==> config.mk <==
export PLATFORM = sky130hd
export DESIGN_NAME = activation_feeder
export DESIGN_NICKNAME = d
export VERILOG_FILES = /design/src/rtl/activation_feeder.sv
export SDC_FILE = /design/constraint.sdc
export NUM_CORES = 1
export LEC_CHECK = 0
export CORE_MARGIN = 4
export CORE_UTILIZATION = 52
export CTS_CLUSTER_DIAMETER = 30
export DETAILED_ROUTE_END_ITERATION = 7
export MAX_ROUTING_LAYER = met4
export PLACE_DENSITY_LB_ADDON = 0.15
export SYNTH_ARGS = -nofsm -noshare
export SYNTH_HDL_FRONTEND = slang
export SYNTH_SLANG_ARGS = --single-unit
==> constraint.sdc <==
create_clock -name clk -period 4.6 [get_ports clk]
set_input_delay 0.92 -clock clk [delete_from_list [all_inputs] [get_ports clk]]
set_output_delay 0.92 -clock clk [all_outputs]
set_load 0.03 [all_outputs]
==> src/rtl/activation_feeder.sv <==
// Purpose   : buffers activation pairs and, on start, issues LOAD_WEIGHT then streams
//             them into the 2x2 systolic array with the row-1 diagonal skew.
// Latency   : start -> done is N+4 cycles (N+3 without skew); start with empty FIFO -> done next cycle.
// Backpress : none from the array; writes while full are dropped, caller watches full/count.
//
// Ports: clk/reset (async active-low); wr_en/wr_data1/wr_data2 push a pair; full/count FIFO status;
//        start/base_address launch a job; busy/done job status; instruction/valid/a_in1/a_in2 to array.
// Build option: define FEEDER_SKEW_EN to delay a_in2 by one cycle (adds the DRAIN cycle).

// Generic single-clock FIFO with occupancy count.
// Latency: head_dat shows the oldest entry combinationally; count updates on the next edge.
// Backpressure: push_vld while full is dropped; pop_rdy on an empty FIFO is ignored.
module feeder_fifo #(
    parameter int W     = 32,
    parameter int DEPTH = 8,
    parameter int CNT_W = $clog2(DEPTH) + 1
) (
    input  logic             clk,
    input  logic             arst_n,
    input  logic             push_vld,
    input  logic [W-1:0]     push_dat,
    input  logic             pop_rdy,
    output logic [W-1:0]     head_dat,
    output logic [CNT_W-1:0] count,
    output logic             full
);
    localparam int PTR_W = $clog2(DEPTH);
    localparam logic [CNT_W-1:0] FULL_CNT = CNT_W'(DEPTH);

    logic [W-1:0]     mem [DEPTH];
    logic [PTR_W-1:0] wr_ptr;
    logic [PTR_W-1:0] rd_ptr;
    logic [CNT_W-1:0] cnt;
    logic             do_push;
    logic             do_pop;

    assign full     = (cnt == FULL_CNT);
    assign count    = cnt;
    assign do_push  = push_vld && !full;
    assign do_pop   = pop_rdy && (cnt != '0);
    assign head_dat = mem[rd_ptr];

    // Storage needs no reset; only pointers and count define validity.
    always_ff @(posedge clk) begin
        if (do_push) begin
            mem[wr_ptr] <= push_dat;
        end
    end

    // DEPTH is a power of two, so pointers wrap by natural overflow.
    always_ff @(posedge clk or negedge arst_n) begin
        if (!arst_n) begin
            wr_ptr <= '0;
            rd_ptr <= '0;
            cnt    <= '0;
        end else begin
            if (do_push) wr_ptr <= wr_ptr + 1'b1;
            if (do_pop)  rd_ptr <= rd_ptr + 1'b1;
            case ({do_push, do_pop})
                2'b10:   cnt <= cnt + 1'b1;
                2'b01:   cnt <= cnt - 1'b1;
                default: cnt <= cnt;
            endcase
        end
    end
endmodule

module activation_feeder #(
    parameter int DATA_W = 16,
    parameter int DEPTH  = 8,
    parameter int ADDR_W = 13
) (
    input  logic                       clk,
    input  logic                       reset,
    input  logic                       wr_en,
    input  logic [DATA_W-1:0]          wr_data1,
    input  logic [DATA_W-1:0]          wr_data2,
    output logic                       full,
    output logic [$clog2(DEPTH):0]     count,
    input  logic                       start,
    input  logic [ADDR_W-1:0]          base_address,
    output logic                       busy,
    output logic                       done,
    output logic [15:0]                instruction,
    output logic                       valid,
    output logic [DATA_W-1:0]          a_in1,
    output logic [DATA_W-1:0]          a_in2
);
    localparam int CNT_W = $clog2(DEPTH) + 1;

    typedef struct packed {
        logic [DATA_W-1:0] data1;
        logic [DATA_W-1:0] data2;
    } pair_t;

    typedef enum logic [2:0] {IDLE, LOADW, WAIT, STREAM, DRAIN, DONE} state_t;

    state_t           state;
    logic [CNT_W-1:0] n_left;   // pops still owed to the current job
    pair_t            wr_pair;
    pair_t            head;
    logic             pop;
`ifdef FEEDER_SKEW_EN
    logic [DATA_W-1:0] d2_q;    // data2 of the previous pop, delayed for row 1
`endif

    assign wr_pair = '{data1: wr_data1, data2: wr_data2};

    // Outputs are registered, so the pop for each STREAM cycle happens on the
    // edge that enters it: the first pop is taken while still in WAIT.
    assign pop = (state == WAIT) || ((state == STREAM) && (n_left != '0));

    feeder_fifo #(
        .W     ($bits(pair_t)),
        .DEPTH (DEPTH),
        .CNT_W (CNT_W)
    ) u_fifo (
        .clk      (clk),
        .arst_n   (reset),
        .push_vld (wr_en),
        .push_dat (wr_pair),
        .pop_rdy  (pop),
        .head_dat (head),
        .count    (count),
        .full     (full)
    );

    always_ff @(posedge clk or negedge reset) begin
        if (!reset) begin
            state       <= IDLE;
            n_left      <= '0;
            busy        <= 1'b0;
            done        <= 1'b0;
            instruction <= 16'h0000;
            valid       <= 1'b0;
            a_in1       <= '0;
            a_in2       <= '0;
`ifdef FEEDER_SKEW_EN
            d2_q        <= '0;
`endif
        end else begin
            instruction <= 16'h0000;
            valid       <= 1'b0;
            a_in1       <= '0;
            a_in2       <= '0;
            done        <= 1'b0;
            case (state)
                IDLE: begin
                    if (start) begin
                        if (count == '0) begin
                            state <= DONE;
                            done  <= 1'b1;
                        end else begin
                            // N is the occupancy at start; later writes wait for the next job.
                            state       <= LOADW;
                            busy        <= 1'b1;
                            n_left      <= count;
                            instruction <= {3'b001, 13'(base_address)};
                        end
                    end
                end
                LOADW: begin
                    state <= WAIT;
                end
                WAIT: begin
                    state  <= STREAM;
                    valid  <= 1'b1;
                    a_in1  <= head.data1;
                    n_left <= n_left - 1'b1;
`ifdef FEEDER_SKEW_EN
                    a_in2  <= '0;
                    d2_q   <= head.data2;
`else
                    a_in2  <= head.data2;
`endif
                end
                STREAM: begin
                    if (n_left != '0) begin
                        valid  <= 1'b1;
                        a_in1  <= head.data1;
                        n_left <= n_left - 1'b1;
`ifdef FEEDER_SKEW_EN
                        a_in2  <= d2_q;
                        d2_q   <= head.data2;
`else
                        a_in2  <= head.data2;
`endif
                    end else begin
`ifdef FEEDER_SKEW_EN
                        // Flush the last row-1 element.
                        state <= DRAIN;
                        valid <= 1'b1;
                        a_in2 <= d2_q;
`else
                        state <= DONE;
                        busy  <= 1'b0;
                        done  <= 1'b1;
`endif
                    end
                end
                DRAIN: begin
                    state <= DONE;
                    busy  <= 1'b0;
                    done  <= 1'b1;
                end
                DONE: begin
                    state <= IDLE;
                end
                default: begin
                    state <= IDLE;
                    busy  <= 1'b0;
                end
            endcase
        end
    end
endmodule

# --- Word-level counts from Yosys, hierarchy flattened ---
# Memories as Yosys holds them, arrays and structs flattened.
# Cells that the tools add are included.
# Widths: inputs -> output; s select.
word_totals:
  n_memories: 1
  word_cells: 73
  register_bits: 68
  ram_bits: 256
  out_inout_bits: 56
op_classes:
  n_eq_ne: 12
  n_mux: 28
  n_bitwise: 1
  add_sub_neg: 5
  n_reduce_logical: 15
memory_table:
  columns: ["name", "words", "width", "rd", "rd_ports_with_merged_regs", "write_ports", "line", "text"]
  rows:
  - ["u_fifo.mem", 8, 32, 1, 0, 1, "30", "logic [W-1:0] mem [DEPTH];"]
op_table:
  columns: ["cell", "count"]
  rows:
  - ["$pmux 16 s2", 2]
  - ["$mux 14", 3]
  - ["$mux 16", 2]
  - ["$pmux 3 s5", 1]
  - ["$mux 4", 3]
  - ["$pmux 4 s3", 1]
  - ["$mux 1", 9]
  - ["$mux 3", 3]
  - ["$pmux 4 s2", 1]
  - ["$reduce_and 4->1", 2]
  - ["$reduce_bool 4->1", 2]
  - ["$sub 4x1->4 const B", 2]
  - ["$add 3x1->3 const B", 2]
  - ["$eq 3x2->1 const B", 2]
  - ["$eq 3x3->1 const B", 2]
  - ["$ne 2x2->1 const B", 3]
  - ["$pmux 1 s3", 2]
  - ["$add 4x1->4 const B", 1]
  - ["$eq 4x4->1 const B", 1]
  - ["$logic_not 4->1", 1]
  - ["$eq 3x1->1 const B", 1]
  - ["$logic_and 1x1->1", 3]
  - ["$logic_not 3->1", 1]
  - ["$reduce_bool 3->1", 1]
  - ["other kinds (10)", 10]

# --- Depth between registers and ports, before layout ---
logic_depth:
  depth_word: 6
  ltp_mapped: 11
  depth_no_buf: 11

# --- Modules after synthesis ---
# Synthesis repeated with hierarchy kept, for this count alone.
hier_totals:
  hier_cells: 594
  hier_area_um2: 12369.4
modules_own_cells:
  columns: ["mod", "instances", "cells_per_inst", "area_each_um2", "seq_area_each_um2"]
  rows:
  - ["feeder_fifo", 1, 435, 10291.1, 7937.6]
  - ["activation_feeder", 1, 159, 2078.2, 1401.3]

# --- Worst setup path before layout ---
# Ideal clock, no wire load.
synth_timing:
  path_type: "input to register"
  startpoint: "in wr_en"
  endpoint: "mem u_fifo.mem[0][0] (enable)"
  n_path_buf: 0
  required_time_ns: 4.099
  path_slack_ns: -0.382
  t_arrival_ns: 4.481
  stages: 3
  path_cell_list: "a21boi_1 -> inv_1 -> nor4_1"
synth_between:
  elab_chain_cells: 3
synth_lines:
  columns: ["item", "line", "text"]
  rows:
  - ["from (decl)", "75", "input logic wr_en,"]
  - ["$logic_and 1x1->1", "39", "assign do_push = push_vld && !full;"]
  - ["$mux 1", "45", "if (do_push) begin"]
  - ["$mux 1 (implied by the code)", "46", "mem[wr_ptr] <= push_dat;"]
  - ["to (decl)", "30", null]
# Every way passes these cells.

# --- Final worst setup path ---
layout_timing:
  startpoint: "reg u_fifo.cnt[0] (netlist: u_fifo.count[0])"
  endpoint: "out full"
layout_between:
  elab_chain_cells: 1
layout_lines:
  columns: ["item", "line", "text"]
  rows:
  - ["from (decl)", "33", "logic [CNT_W-1:0] cnt;"]
  - ["from (signal assigned)", "60", "2'b10: cnt <= cnt + 1'b1;"]
  - ["from (signal assigned)", "61", "2'b01: cnt <= cnt - 1'b1;"]
  - ["from (signal assigned)", "62", "default: cnt <= cnt;"]
  - ["$eq 4x4->1", "37", "assign full = (cnt == FULL_CNT);"]
  - ["to (decl)", "78", "output logic full,"]
# Every way passes these cells.

==> results.json <==
{
  "status": "finished clean",
  "maxSlewViolCount": 0,
  "period_minus_slack_ps": 3041,
  "met2RoutedLength_microns": 11720,
  "syn_to_final_growth_pct": 27.40,
  "tightestPinTransition_ps": 1176,
  "finalClockSkew_ps": 20.69,
  "endpoint_kind": "primary output",
  "cts_setup_buffers": 0,
  "maxClockFrequency_mhz": 328.8,
  "clockRootBuffer": "clkbuf_16",
  "syn_inst": 578,
  "critPathKind": "flip-flop to primary output",
  "multi_input_area_sq_um": 2624,
  "post_drt_via_cell_ratio": 5.427,
  "wl_met3_microns": 1288,
  "p_int_mw": 7.755,
  "fin_crit_sh_pct": 66.12,
  "critPathLaunchType": "flip-flop",
  "crit_required_ps": 3680,
  "synth-seq-cells": 322,
  "nets": 781,
  "final_core_util_pct": 67.67,
  "fp.dieW_microns": 160.5,
  "antenna_found_initial": 0,
  "dr.first_iter.drc_count": 352,
  "setup-tns-final_ps": 0,
  "place_area_sq_um": 13540,
  "reg2reg_to": "u_fifo.count[2]",
  "maxUsedRoutingLayer": "met4",
  "leakage_nw": 5.464,
  "fill_cells": 1489,
  "dp_hpwl_microns": 13370,
  "die_height_microns": 160.5,
  "ff2ff_path_depth": 10,
  "grt_pass1_vias": 6420,
  "synth_cell_types": 44,
  "comb_power_share_pct": 26.6,
  "powerDensity_nw_per_um2": 716.8,
  "grt_max_degree": 67,
  "routedLengthMet1_microns": 9547,
  "initial_utilization_pct": 53.12,
  "regArea_sq_um": 9345,
  "rrSetupSlack_ps": 1800,
  "crit_arrival_ps": 2120,
  "drc": 0,
  "ys_warn_count": 0,
  "gp_congestion": 0.7903,
  "grt_pass1_wl_microns": 37090,
  "diodes": 0,
  "async_reset_ff_share_pct": 20.50,
  "path_clk_slew_ps": 40,
  "die_area_sq_um": 25770,
  "sw_frac_of_total_pct": 29.81,
  "cts_resized": 0,
  "vias": 5883,
  "cts_tree": "yes",
  "ir_worst_vdd_v": 0.0004098,
  "cts_buffers": 55,
  "drv_cap": 0,
  "num_rows": 55,
  "clock_sinks": 322,
  "power_frac_clock_pct": 36.2,
  "setup_violations": 0,
  "maxSlewHeadroom_pct": 21.59,
  "final_area_sq_um": 15410,
  "hp-class": "primary input to asynchronous set/reset pin",
  "postCtsHoldBufs": 0,
  "clock_latency_ps": 560,
  "ant_nets": 0,
  "synth_edf_count": 256,
  "p_seq_share_pct": 37.2,
  "design.core.area_sq_um": 22780,
  "wl_microns": 22970,
  "drive_above_1_share_pct": 25.03,
  "r2r-start": "u_fifo.count[0]",
  "drtPass1Iterations": 4,
  "hold_viol": 0,
  "overflow": 0,
  "cts.path.max_buffers": 3,
  "crit_fanout": 9,
  "syn-cell-area_sq_um": 12100,
  "h-tree-depth": 2,
  "synth_ff_type": "edfxtp_1",
  "grtUsageTotal_pct": 19.14,
  "yosysSeqAreaShare_pct": 77.19,
  "syn_avg_cell_area_sq_um": 20.93,
  "boundaryPins": 105,
  "p_sw_mw": 3.294,
  "wire_per_inst_microns": 21.19,
  "fin_hold_ws_ps": 500.9,
  "port_buffers": 102,
  "rsz0062_at_grt": "false"
}
==> per-stage QoR <==
step	power (mW)	instances	worst slack [ps]
3_3_place_gp	7.084	981	1123
4_1_cts	11.21	1084	1517
6_report	11.05	1084	1559
2_1_floorplan	6.186	579	450.5
3_5_place_dp	7.152	981	1030
5_1_grt	11.63	1084	1364
==> power by group through the flow <==
stage / Combinational (mW) / Sequential (mW) / Clock (mW)
after detailed placement: 2.99 / 4.16 / 0
final: 2.94 / 4.11 / 4.00
after global placement: 2.96 / 4.13 / 0
after floorplan: 1.89 / 4.30 / 0
after global routing: 3.22 / 4.17 / 4.23
after CTS: 3.02 / 4.11 / 4.08
==> worst max path at each step <==
stage	startpoint	to	slack (ps)
floorplan	wr_en	u_fifo.mem[2][0]	450
global placement	wr_en	u_fifo.mem[0][8]	1120
detailed placement	wr_en	u_fifo.count[2]	1030
CTS	u_fifo.count[1]	full	1520
global route	wr_en	u_fifo.count[2]	1360
finish	u_fifo.count[0]	full	1560
==> final cells by class <==
type                            count  share of cell area [%]
Inverter                            6                  0.1786
Timing Repair Buffer              118                   7.467
Clock buffer                       63                   9.318
Clock inverter                     40                   2.849
Tap cell                          313                   2.541
Sequential cell                   322                   60.62
Multi-Input combinational cell    222                   17.02
==> state kept, by name, indices dropped and copies added (netlist names) <==
signal / cells
u_fifo.mem: 256
a_in1: 16
a_in2: 16
instruction: 14
n_left: 4
u_fifo.count: 4
state: 3
u_fifo.rd_ptr: 3
u_fifo.wr_ptr: 3
busy: 1
done: 1
valid: 1
==> cell usage in the layout, fill, tap and decap left out, drive strengths merged, types with 2 or more instances in the layout <==
master / instances
clkdlybuf4s50: 101
nor4: 3
mux4: 64
conb: 2
nor3: 8
and4bb: 2
nand2: 6
inv: 10
dfrtp: 66
o32ai: 2
ha: 7
buf: 17
clkbuf: 63
xor2: 5
nor3b: 2
nor2: 42
clkinv: 20
mux2i: 34
mux2: 3
xnor2: 4
nand2b: 4
a21oi: 5
clkinvlp: 9
o22ai: 2
o2bb2ai: 2
and2: 14
edfxtp: 256
bufinv: 7
==> layer usage <==
| layer | vias to the layer above | track usage, % |
|---|---|---|
| met1 | 3044 | 25.01 |
| met4 | 0 | 6.375 |
| met5 | - | - |
| li1 | 2604 | - |
| met2 | 191 | 30.85 |
| met3 | 44 | 3.593 |
==> synth_stat cells (all sizes together) (3+ instances only) <==
master | number | area share, %
a21oi | 5 | 0.21
and2 | 14 | 0.72
buf | 25 | 1.3
clkbuf | 4 | 0.13
dfrtp | 66 | 14
edfxtp | 256 | 64
ha | 7 | 0.72
inv | 5 | 0.16
mux2 | 3 | 0.28
mux2i | 34 | 2.8
mux4 | 64 | 12
nand2 | 6 | 0.19
nand2b | 4 | 0.21
nor2 | 42 | 1.4
nor3 | 8 | 0.37
nor4 | 3 | 0.28
xnor2 | 4 | 0.29
xor2 | 5 | 0.36
==> cells by family after synthesis <==
group           Yosys count  synth area share [%]
mux                     101                 15.01
fa+ha+maj                 7                0.7239
simple gates             85                 3.723
xor+xnor                  9                0.6515
other cells               1               0.03099
buf+inv                  35                 1.634
compound gates           18                 1.045
flops                   322                 77.19
==> critical path, cell delays in order, from the launching register on <==
cell             delay (ps)
dfrtp_1                 500
nor3_1                  250
and2_1                  160
clkdlybuf4s50_1         660
Power figures use the tool's default switching activity.
